**src/rtl/demux_4_buf.sv**
```systemverilog
// demux_4_buf: routes one valid/ready stream to four buffered channels; DEMUX_CNT_EN adds per-channel pop counters
module demux_4_buf #(
    parameter int WIDTH = 32,
    parameter int DEPTH = 2
`ifdef DEMUX_CNT_EN
    ,
    parameter int CNT_W = 16
`endif
) (
    input  logic             clk,
    input  logic             rst_n,
    input  logic             in_valid,
    input  logic [WIDTH-1:0] in_data,
    input  logic [1:0]       in_select,
    output logic             in_ready,
    output logic [3:0]       out_valid,
    input  logic [3:0]       out_ready,
    output logic [WIDTH-1:0] out_data0,
    output logic [WIDTH-1:0] out_data1,
    output logic [WIDTH-1:0] out_data2,
    output logic [WIDTH-1:0] out_data3
`ifdef DEMUX_CNT_EN
    ,
    input  logic [1:0]       cnt_sel,
    output logic [CNT_W-1:0] cnt_out
`endif
);
    localparam int PW = $clog2(DEPTH);
    localparam int CW = $clog2(DEPTH + 1);
    logic [3:0] full, push, pop;
    logic [WIDTH-1:0] head [4];
`ifdef DEMUX_CNT_EN
    logic [CNT_W-1:0] xfer [4];
    assign cnt_out = xfer[cnt_sel];
`endif
    // full is registered state, so a same-cycle pop never frees a slot for the push
    assign in_ready = !full[in_select];
    assign out_data0 = head[0];
    assign out_data1 = head[1];
    assign out_data2 = head[2];
    assign out_data3 = head[3];
    for (genvar k = 0; k < 4; k++) begin : g_ch
        logic [WIDTH-1:0] mem [DEPTH];
        logic [PW-1:0] rd, wr;
        logic [CW-1:0] cnt;
        assign push[k] = in_valid && in_ready && in_select == 2'(k);
        assign pop[k] = out_valid[k] && out_ready[k];
        assign full[k] = cnt == CW'(DEPTH);
        assign out_valid[k] = cnt != '0;
        assign head[k] = out_valid[k] ? mem[rd] : '0;
        always_ff @(posedge clk or negedge rst_n) begin
            if (!rst_n) begin
                mem <= '{default: '0};
                rd <= '0;
                wr <= '0;
                cnt <= '0;
            end else begin
                if (push[k]) mem[wr] <= in_data;
                if (push[k]) wr <= wr + 1'b1;
                if (pop[k]) rd <= rd + 1'b1;
                cnt <= cnt + CW'(push[k]) - CW'(pop[k]);
            end
        end
`ifdef DEMUX_CNT_EN
        always_ff @(posedge clk or negedge rst_n) begin
            if (!rst_n) xfer[k] <= '0;
            else if (pop[k]) xfer[k] <= xfer[k] + 1'b1;
        end
`endif
    end
endmodule

```
**config.mk**
```make
export PLATFORM = sky130hd
export DESIGN_NAME = demux_4_buf
export DESIGN_NICKNAME = d
export VERILOG_FILES = /design/src/rtl/demux_4_buf.sv
export SDC_FILE = /design/constraint.sdc
export NUM_CORES = 1
export LEC_CHECK = 0
export BUFFER_PORTS_ARGS = -buffer_cell sky130_fd_sc_hd__buf_2
export CORE_ASPECT_RATIO = 0.5
export CORE_MARGIN = 2
export CORE_UTILIZATION = 35
export DETAILED_ROUTE_END_ITERATION = 12
export PLACE_DENSITY = 0.6
export SLEW_MARGIN = 40
export SYNTH_ARGS = -nofsm -noshare
export SYNTH_HDL_FRONTEND = slang
export SYNTH_SLANG_ARGS = --single-unit
```
**constraint.sdc**
```tcl
create_clock -name clk -period 2.9 [get_ports clk]
set_input_delay 0 -clock clk [delete_from_list [all_inputs] [get_ports clk]]
set_output_delay 0 -clock clk [all_outputs]
set_load 0.05 [all_outputs]
```
# Word-level counts from Yosys, hierarchy flattened
# Cells that the tools add are included.
# Widths: inputs -> output; s select.
# totals
register_bits	272
inputBits	41
out_inout_bits	133
elab_cells	113
# op_classes
n_addsub	16
magnitude_cmp	13
eq_ne	7
mux	30
bitwise_logic	8
n_reduce_logical	19
# ops
cell	n
$mux 32	20
$bwmux 64	4
$demux 32 s1	4
$ge 2x2->1 const B	8
$not 1->2	8
$logic_and 1x1->1	13
$eq 2x2->1 const B	6
$add 1x1->1 const B	8
$add 2x1->2	4
$lt 2x1->1 const B	4
$reduce_bool 2->1	4
$sub 2x1->2	4
$lt 2x3->1 const B	1
$bmux 1 s2	1
$eq 2x1->1 const B	1
$logic_not 2->1	1
$logic_not 1->1	1
$mux 1	1

# Longest topological paths before layout
# Gate-level depths: netlist of run 1.
# logic_depth
word_depth	8
ltp_mapped	6
depth_no_buf	6

# Worst setup path after synthesis of run 1
# Ideal clock, no wire load.
# synth_timing
kind	register to register
from	register g_ch[3].cnt[1]
to	register g_ch[3].cnt[1]
setup_ns	0.123
arrival_ns	2.292
t_required_ns	2.777
setup_slack_ns	0.485
path_stages_with_launch	7
n_path_buf	0
period_less_slack_ns	2.415
path_cell_list	dfrtp_1 > nor2_1 > inv_1 > and2_1 > ha_1 > or4b_2 > xnor2_1
# synth_via
word_cells_on_any_way	10
cone_classes	add/sub: 2; eq/ne: 1; mux: 2; reduce/logical: 5
# synth_rtl
element	line_no	text
start: declaration	45	logic [CW-1:0] cnt;
start signal: assignment	61	cnt <= cnt + CW'(push[k]) - CW'(pop[k]);
$reduce_bool 2->1	49	assign out_valid[k] = cnt != '0;
named net out_valid[3]	16	output logic [3:0] out_valid,
$logic_and 1x1->1	47	assign pop[k] = out_valid[k] && out_ready[k];
named net pop[3]	30	logic [3:0] full, push, pop;
$sub 2x1->2	61	
# The timed path passes the listed nets, and every way through them passes these cells. The select of a mux whose other input is x is not followed.
# A chain may end at the register's enable or synchronous reset.

# Worst setup path after layout of run 1
# layout_timing
from	register g_ch[1].rd
to	output out_data1[6]
# layout_via
elab_chain_len	5
# layout_lines
element	line_no	text
start: declaration	44	logic [PW-1:0] rd, wr;
start signal: assignment	60	if (pop[k]) rd <= rd + 1'b1;
$not 1->2 (not written as such)	50	assign head[k] = out_valid[k] ? mem[rd] : '0;
$mux 32 (not written as such) (3 in a row)	50	
$mux 32	50	
end: declaration	19	output logic [WIDTH-1:0] out_data1,
# No other way between the ends. The select of a mux whose other input is x is not followed.

==> results of run 1 <==
==> repair_timing <==
action	CTS	global route
gates resized for setup	0	0
hold endpoints to repair	353	0
hold buffers	40	0
==> cells by family after synthesis <==
kind of cell	synth area share
xor+xnor	0.0141
fa+ha+maj	0.00404
buf+inv	0.0292
flops	0.549
mux	0.347
simple gates	0.0570
==> worst max path at each step <==
stage,cells after the start,slack [ns],endpoint,start
after floorplan,6,0.49,g_ch[3].cnt[1],g_ch[3].cnt[1]
after global placement,6,0.89,g_ch[3].cnt[1],g_ch[3].cnt[1]
after detailed placement,3,0.85,g_ch[2].mem[63],g_ch[2].cnt[1]
after CTS,4,0.50,out_data1[6],g_ch[1].rd
after global routing,4,0.37,out_data1[6],g_ch[1].rd
final,4,0.52,out_data1[6],g_ch[1].rd
==> critical path, stage by stage (launching register included) <==
cell     delay [ns]
dfrtp_2        0.88
buf_4          0.38
mux2i_1        0.27
nor2_1         0.07
buf_2          0.24
==> synth_stat cells <==
library cell | number | area, um2
and2_1 | 4 | 25.0
and4_1 | 1 | 8.76
buf_12 | 3 | 60.1
buf_2 | 28 | 140
buf_4 | 7 | 52.6
buf_6 | 1 | 11.3
clkbuf_1 | 17 | 63.8
dfrtp_1 | 272 | 6810
ha_1 | 4 | 50.1
inv_1 | 9 | 33.8
mux2_1 | 2 | 22.5
mux2_2 | 224 | 2520
mux2_4 | 30 | 450
mux2i_1 | 128 | 1280
mux4_1 | 1 | 26.3
nand2_2 | 1 | 6.26
nand2b_1 | 3 | 18.8
nand3_1 | 2 | 10.0
nand4_1 | 3 | 18.8
nand4b_1 | 4 | 35.0
nor2_1 | 134 | 503
nor2b_1 | 3 | 18.8
nor3_1 | 1 | 5.00
nor4_1 | 1 | 6.26
nor4b_2 | 2 | 30.0
or4_4 | 1 | 11.3
or4b_2 | 1 | 10.0
xnor2_1 | 9 | 78.8
xor2_1 | 11 | 96.3
==> metrics by stage <==
step                worst slack [ns]   util  instance area (um2)
finish                         0.521  0.435                15100
detailed placement             0.848  0.399                13900
global placement               0.893  0.399                13900
global route                   0.373  0.435                15100
floorplan                      0.485      -                12400
CTS                            0.500  0.435                15100
==> final cells by class <==
cell class                      count  area [um2]  share of cell area
Multi-Input combinational cell    570        5290               0.351
Inverter                            9        33.8             0.00224
Sequential cell                   272        6810               0.451
Timing Repair Buffer              238        1530               0.101
Clock buffer                       40         774              0.0513
Clock inverter                      7        60.1             0.00398
Tap cell                          475         594              0.0394
==> registers in the layout, indices dropped and copies added, names as in the netlist <==
name      count
g_ch.cnt      8
g_ch.rd       4
g_ch.mem    256
g_ch.wr       4
==> per-layer routing <==
metal / up-vias / part of all wire / routed length [um] / GRT usage
li1: 3575 / - / - / -
met1: 4077 / 0.45 / 13800 / 0.212
met2: 97 / 0.50 / 15600 / 0.303
met3: 54 / 0.025 / 766 / 0.0226
met4: 0 / 0.023 / 702 / 0.0421
met5: - / 0 / 0 / 0
==> run summary, run 1 <==
Max Clock Skew: 0.00769 ns
Critical Path Sink Type: output port
count of final setup violators: 0
Yosys warning total: 0
RSZ-0062 raised after global routing: false
Worst-path clk slew: 0.06 ns
nets in the synthesized netlist: 952
library cells used by synthesis: 29
Final Routed Wirelength: 30,900 um
die height: 137 um
# diodes: 0
worst endpoint required time: 2.90 ns
number of I/O port buffers: 173
part of the Yosys area used for sequential elements: 0.549
initial antenna violation count: 0
R2R cell count: 3
GRT Overall Usage: 0.167
maximum number of pins on one net before global-route repair: 86
Cells after DPL: 1,524
number of global-route vias before repair: 8,486
relative slew slack: 0.471
leading cell type in the layout, fill and taps excluded: dfrtp_1
worst hold margin: 0.0468 ns
standard-cell rows: 48
clock latency on the worst-skew pair: 0.53 ns
final critical-path share of the clock period: 0.820
detailed-route wire length per cell: 19.2 um
worst-case register-to-register setup slack: 0.83 ns
Max H-tree Level: 1
Worst setup SP type: flip-flop
maximum buffer depth of the clock tree: 3
CTS root buf: clkbuf_16
post-CTS setup repair buffer count: 0
Layout Area Growth over Synthesis: 21.7%
commonest non-fill, non-tap cells in the layout: dfrtp_1, mux2_2, buf_2
Detail Placement HPWL: 20,800 um
fill cell count: 3,248
Total Negative Setup Slacks: 0 ns
Clock Sink Count: 272
global-route wire length before repair: 48,200 um
die outline area: 37,100 um2
arrival time of data at the critical path endpoint: 2.38 ns
Via-to-Cell Ratio: 4.84
count of boundary I/O pins: 174
count of endpoints failing hold in the final timing report: 0
Total Nets Final: 1,163
number of buffers created by CTS: 27
cells after synthesis: 907
Initial DRT Pass Iterations: 4
average instance area after synthesis: 13.7 um2
Std-Cell Core Area: 34,700 um2
number of register bits inferred by synthesis: 272
reg-to-reg startpoint: g_ch[2].cnt[1]
width of the chip: 270 um
fmax: 420 MHz
post-route non-filler standard cell count: 1,611
CTS tree: yes
fin. max-slew vios: 0
starting density of the core: 0.357
CP Class: flip-flop to output port
share of final-layout standard cells stronger than drive strength 1: 0.445
Detailed Route Iter0 Violations: 349
Post-DRT Antenna Nets: 0
max-capacitance violation count: 0
hold crit path type: input pin to asynchronous set/reset pin
RR Endpoint: g_ch[2].mem[32]
Residual DRC: 0
status: finished, final reports clean
via count: 7,803
final weighted congestion of routability-driven global placement: 0.743
overall overflow remaining after global route: 0
Post-Synthesis Cell Area: 12,400 um2
Final Critical Period: 2.38 ns
crit path max fanout: 22
measured slew at the worst slew-check pin: 0.794 ns
Power of run 1 is left out: the tool's default activity adds up to more than one toggle a clock period on the data nets, which glitch-free logic cannot reach.
==> run 2, diff against run 1 <==
--- a/config.mk
+++ b/config.mk
@@ -10,7 +10,7 @@
 export CORE_MARGIN = 2
 export CORE_UTILIZATION = 35
 export DETAILED_ROUTE_END_ITERATION = 12
-export PLACE_DENSITY = 0.6
+export PLACE_DENSITY = 0.62
 export SLEW_MARGIN = 40
 export SYNTH_ARGS = -nofsm -noshare
 export SYNTH_HDL_FRONTEND = slang
==> constraint.sdc (replaced) <==
create_clock -name clk -period 2.1 [get_ports clk]
set_input_delay 0 -clock clk [delete_from_list [all_inputs] [get_ports clk]]
set_output_delay 0 -clock clk [all_outputs]
set_load 0.05 [all_outputs]
==> run summary, run 2 (same netlist as run 1, synthesis figures left out) <==
status: finished, final reports clean
Total Nets Final: 1,173 (+0.86%)
maximum buffer depth of the clock tree: 3 (unchanged)
CP Class: flip-flop to flip-flop
measured slew at the worst slew-check pin: 0.459 ns (-0.335 ns)
die outline area: 37,100 um2 (unchanged)
die height: 137 um (unchanged)
max-capacitance violation count: 0 (unchanged)
Via-to-Cell Ratio: 4.83 (-0.18%)
cell depth of the worst min-delay path: 3
Top Registers: g_ch.mem (256), g_ch.cnt (8)
Final Critical Period: 2.04 ns
worst hold margin: 0.330 ns (+0.284 ns)
GR met1 Demand/Resource: 0.211 (-0.000289)
Critical Path Sink Type: flip-flop
global-route wire length before repair: 48,800 um (+1.2%)
Std-Cell Core Area: 34,700 um2 (unchanged)
fill cell count: 3,224 (-0.74%)
Worst setup SP type: flip-flop
RSZ-0062 raised after global routing: false
number of buffers created by CTS: 27 (unchanged)
Worst-path clk slew: 0.07 ns (about the same)
Residual DRC: 0 (unchanged)
fin. max-slew vios: 0 (unchanged)
Detailed Route Iter0 Violations: 315 (-9.7%)
standard-cell rows: 48 (unchanged)
width of the chip: 270 um (unchanged)
share of final-layout standard cells stronger than drive strength 1: 0.456 (+0.0102)
Layout Utilization: 0.442 (+0.00674)
number of I/O port buffers: 173 (unchanged)
detailed-route wire length per cell: 19.0 um (-0.90%)
routing layer with the top usage in global route: met2
number of global-route vias before repair: 8,510 (+0.28%)
count of endpoints failing hold in the final timing report: 0 (unchanged)
arrival time of data at the critical path endpoint: 2.47 ns (+0.09 ns)
initial antenna violation count: 0 (unchanged)
met3 demand-to-capacity share in global routing: 0.0275 (+0.00491)
worst-case register-to-register setup slack: 0.06 ns (-0.77 ns)
Clock Sink Count: 272 (unchanged)
Layout Area Growth over Synthesis: 23.6%
hold crit path type: input pin to flip-flop
clock latency on the worst-skew pair: 0.55 ns (+0.02 ns)
flip-flop count of the largest register after layout: 256 (unchanged)
Worst Setup Slack post-DPL: 0.0665 ns (-0.782 ns)
# diodes: 0 (unchanged)
final weighted congestion of routability-driven global placement: 0.765 (+3.0%)
crit path max fanout: 4 (-82%)
Max H-tree Level: 1 (unchanged)
R2R cell count: 6 (+3)
reg-to-reg startpoint: g_ch[3].cnt[0]
fmax: 490 MHz
Total Negative Setup Slacks: 0 ns (unchanged)
CTS root buf: clkbuf_16
relative slew slack: 0.694 (+0.223)
met2 track demand over resource in global routing: 0.308 (+0.00443)
fin worst setup slack: 0.0608 ns (-0.460 ns)
worst endpoint required time: 2.53 ns (-0.37 ns)
count of final setup violators: 0 (unchanged)
via count: 7,847 (+0.56%)
Initial DRT Pass Iterations: 4 (unchanged)
Max Clock Skew: 0.0160 ns (+0.00833 ns)
maximum number of pins on one net before global-route repair: 79 (-8.1%)
count of boundary I/O pins: 174 (unchanged)
leading cell type in the layout, fill and taps excluded: dfrtp_1
Post-DRT Antenna Nets: 0 (unchanged)
RR Endpoint: g_ch[3].cnt[1]
commonest non-fill, non-tap cells in the layout: dfrtp_1, mux2_2, buf_2
Final Routed Wirelength: 30,800 um (-0.16%)
worst-case hold path end point: g_ch[2].mem[0]
critical path launch point: g_ch[3].cnt[0]
final critical-path share of the clock period: 0.971
register bank with the most flops: g_ch.mem
GRT Overall Usage: 0.168 (+0.00103)
CTS tree: yes
overall overflow remaining after global route: 0 (unchanged)
Detail Placement HPWL: 21,100 um (+1.5%)
starting density of the core: 0.357 (unchanged)
origin of the worst min-delay path: in_data[0]
[run 2: layout make-up]
| class | count | area (um2) | area share |
|---|---|---|---|
| clock buffers | 39 | 791 | 0.0516 |
| clock inverters | 10 | 133 | 0.00865 |
| inverters | 9 | 36.3 | 0.00237 |
| multi-input cells | 570 | 5300 | 0.346 |
| flip-flops and latches | 272 | 6820 | 0.445 |
| well taps | 475 | 594 | 0.0388 |
| repair buffers | 248 | 1650 | 0.108 |
[run 2: worst max-delay path by stage]
stage	endpoint	depth (start not counted)
after global placement	g_ch[3].cnt[1]	6
after floorplan	g_ch[3].cnt[1]	6
after global routing	out_data2[17]	4
after detailed placement	g_ch[3].cnt[1]	6
after CTS	out_data0[11]	4
final	g_ch[3].cnt[1]	6
[run 2: timing repair]
| action | CTS | global route |
|---|---|---|
| buffers inserted | 0 | 1 |
| hold buffers | 42 | 0 |
| hold endpoints to repair | 544 | 0 |
| resized for setup | 3 | 3 |
| endpoints found under the setup margin | 5 | 11 |
[run 2: metal layers]
| metal | vias to the layer above | routed length (um) |
|---|---|---|
| met5 | - | 0 |
| met4 | 0 | 373 |
| met3 | 28 | 888 |
| met2 | 84 | 15900 |
| met1 | 4140 | 13700 |
| li1 | 3595 | - |
[run 2: metrics by stage]
stage | cell area (um2) | std cells
floorplan | 12400 | 907
global placement | 13900 | 1531
detailed placement | 13900 | 1531
CTS | 15300 | 1622
global route | 15300 | 1623
finish | 15300 | 1623
[run 2: critical path: stages (launching register included)]
cell and delay (ns):
dfrtp_1 0.43, nor2_4 0.16, inv_4 0.04, and2_4 0.15
ha_1 0.32, or4b_2 0.68, xnor2_1 0.14
Power of run 2 is left out for the same reason.
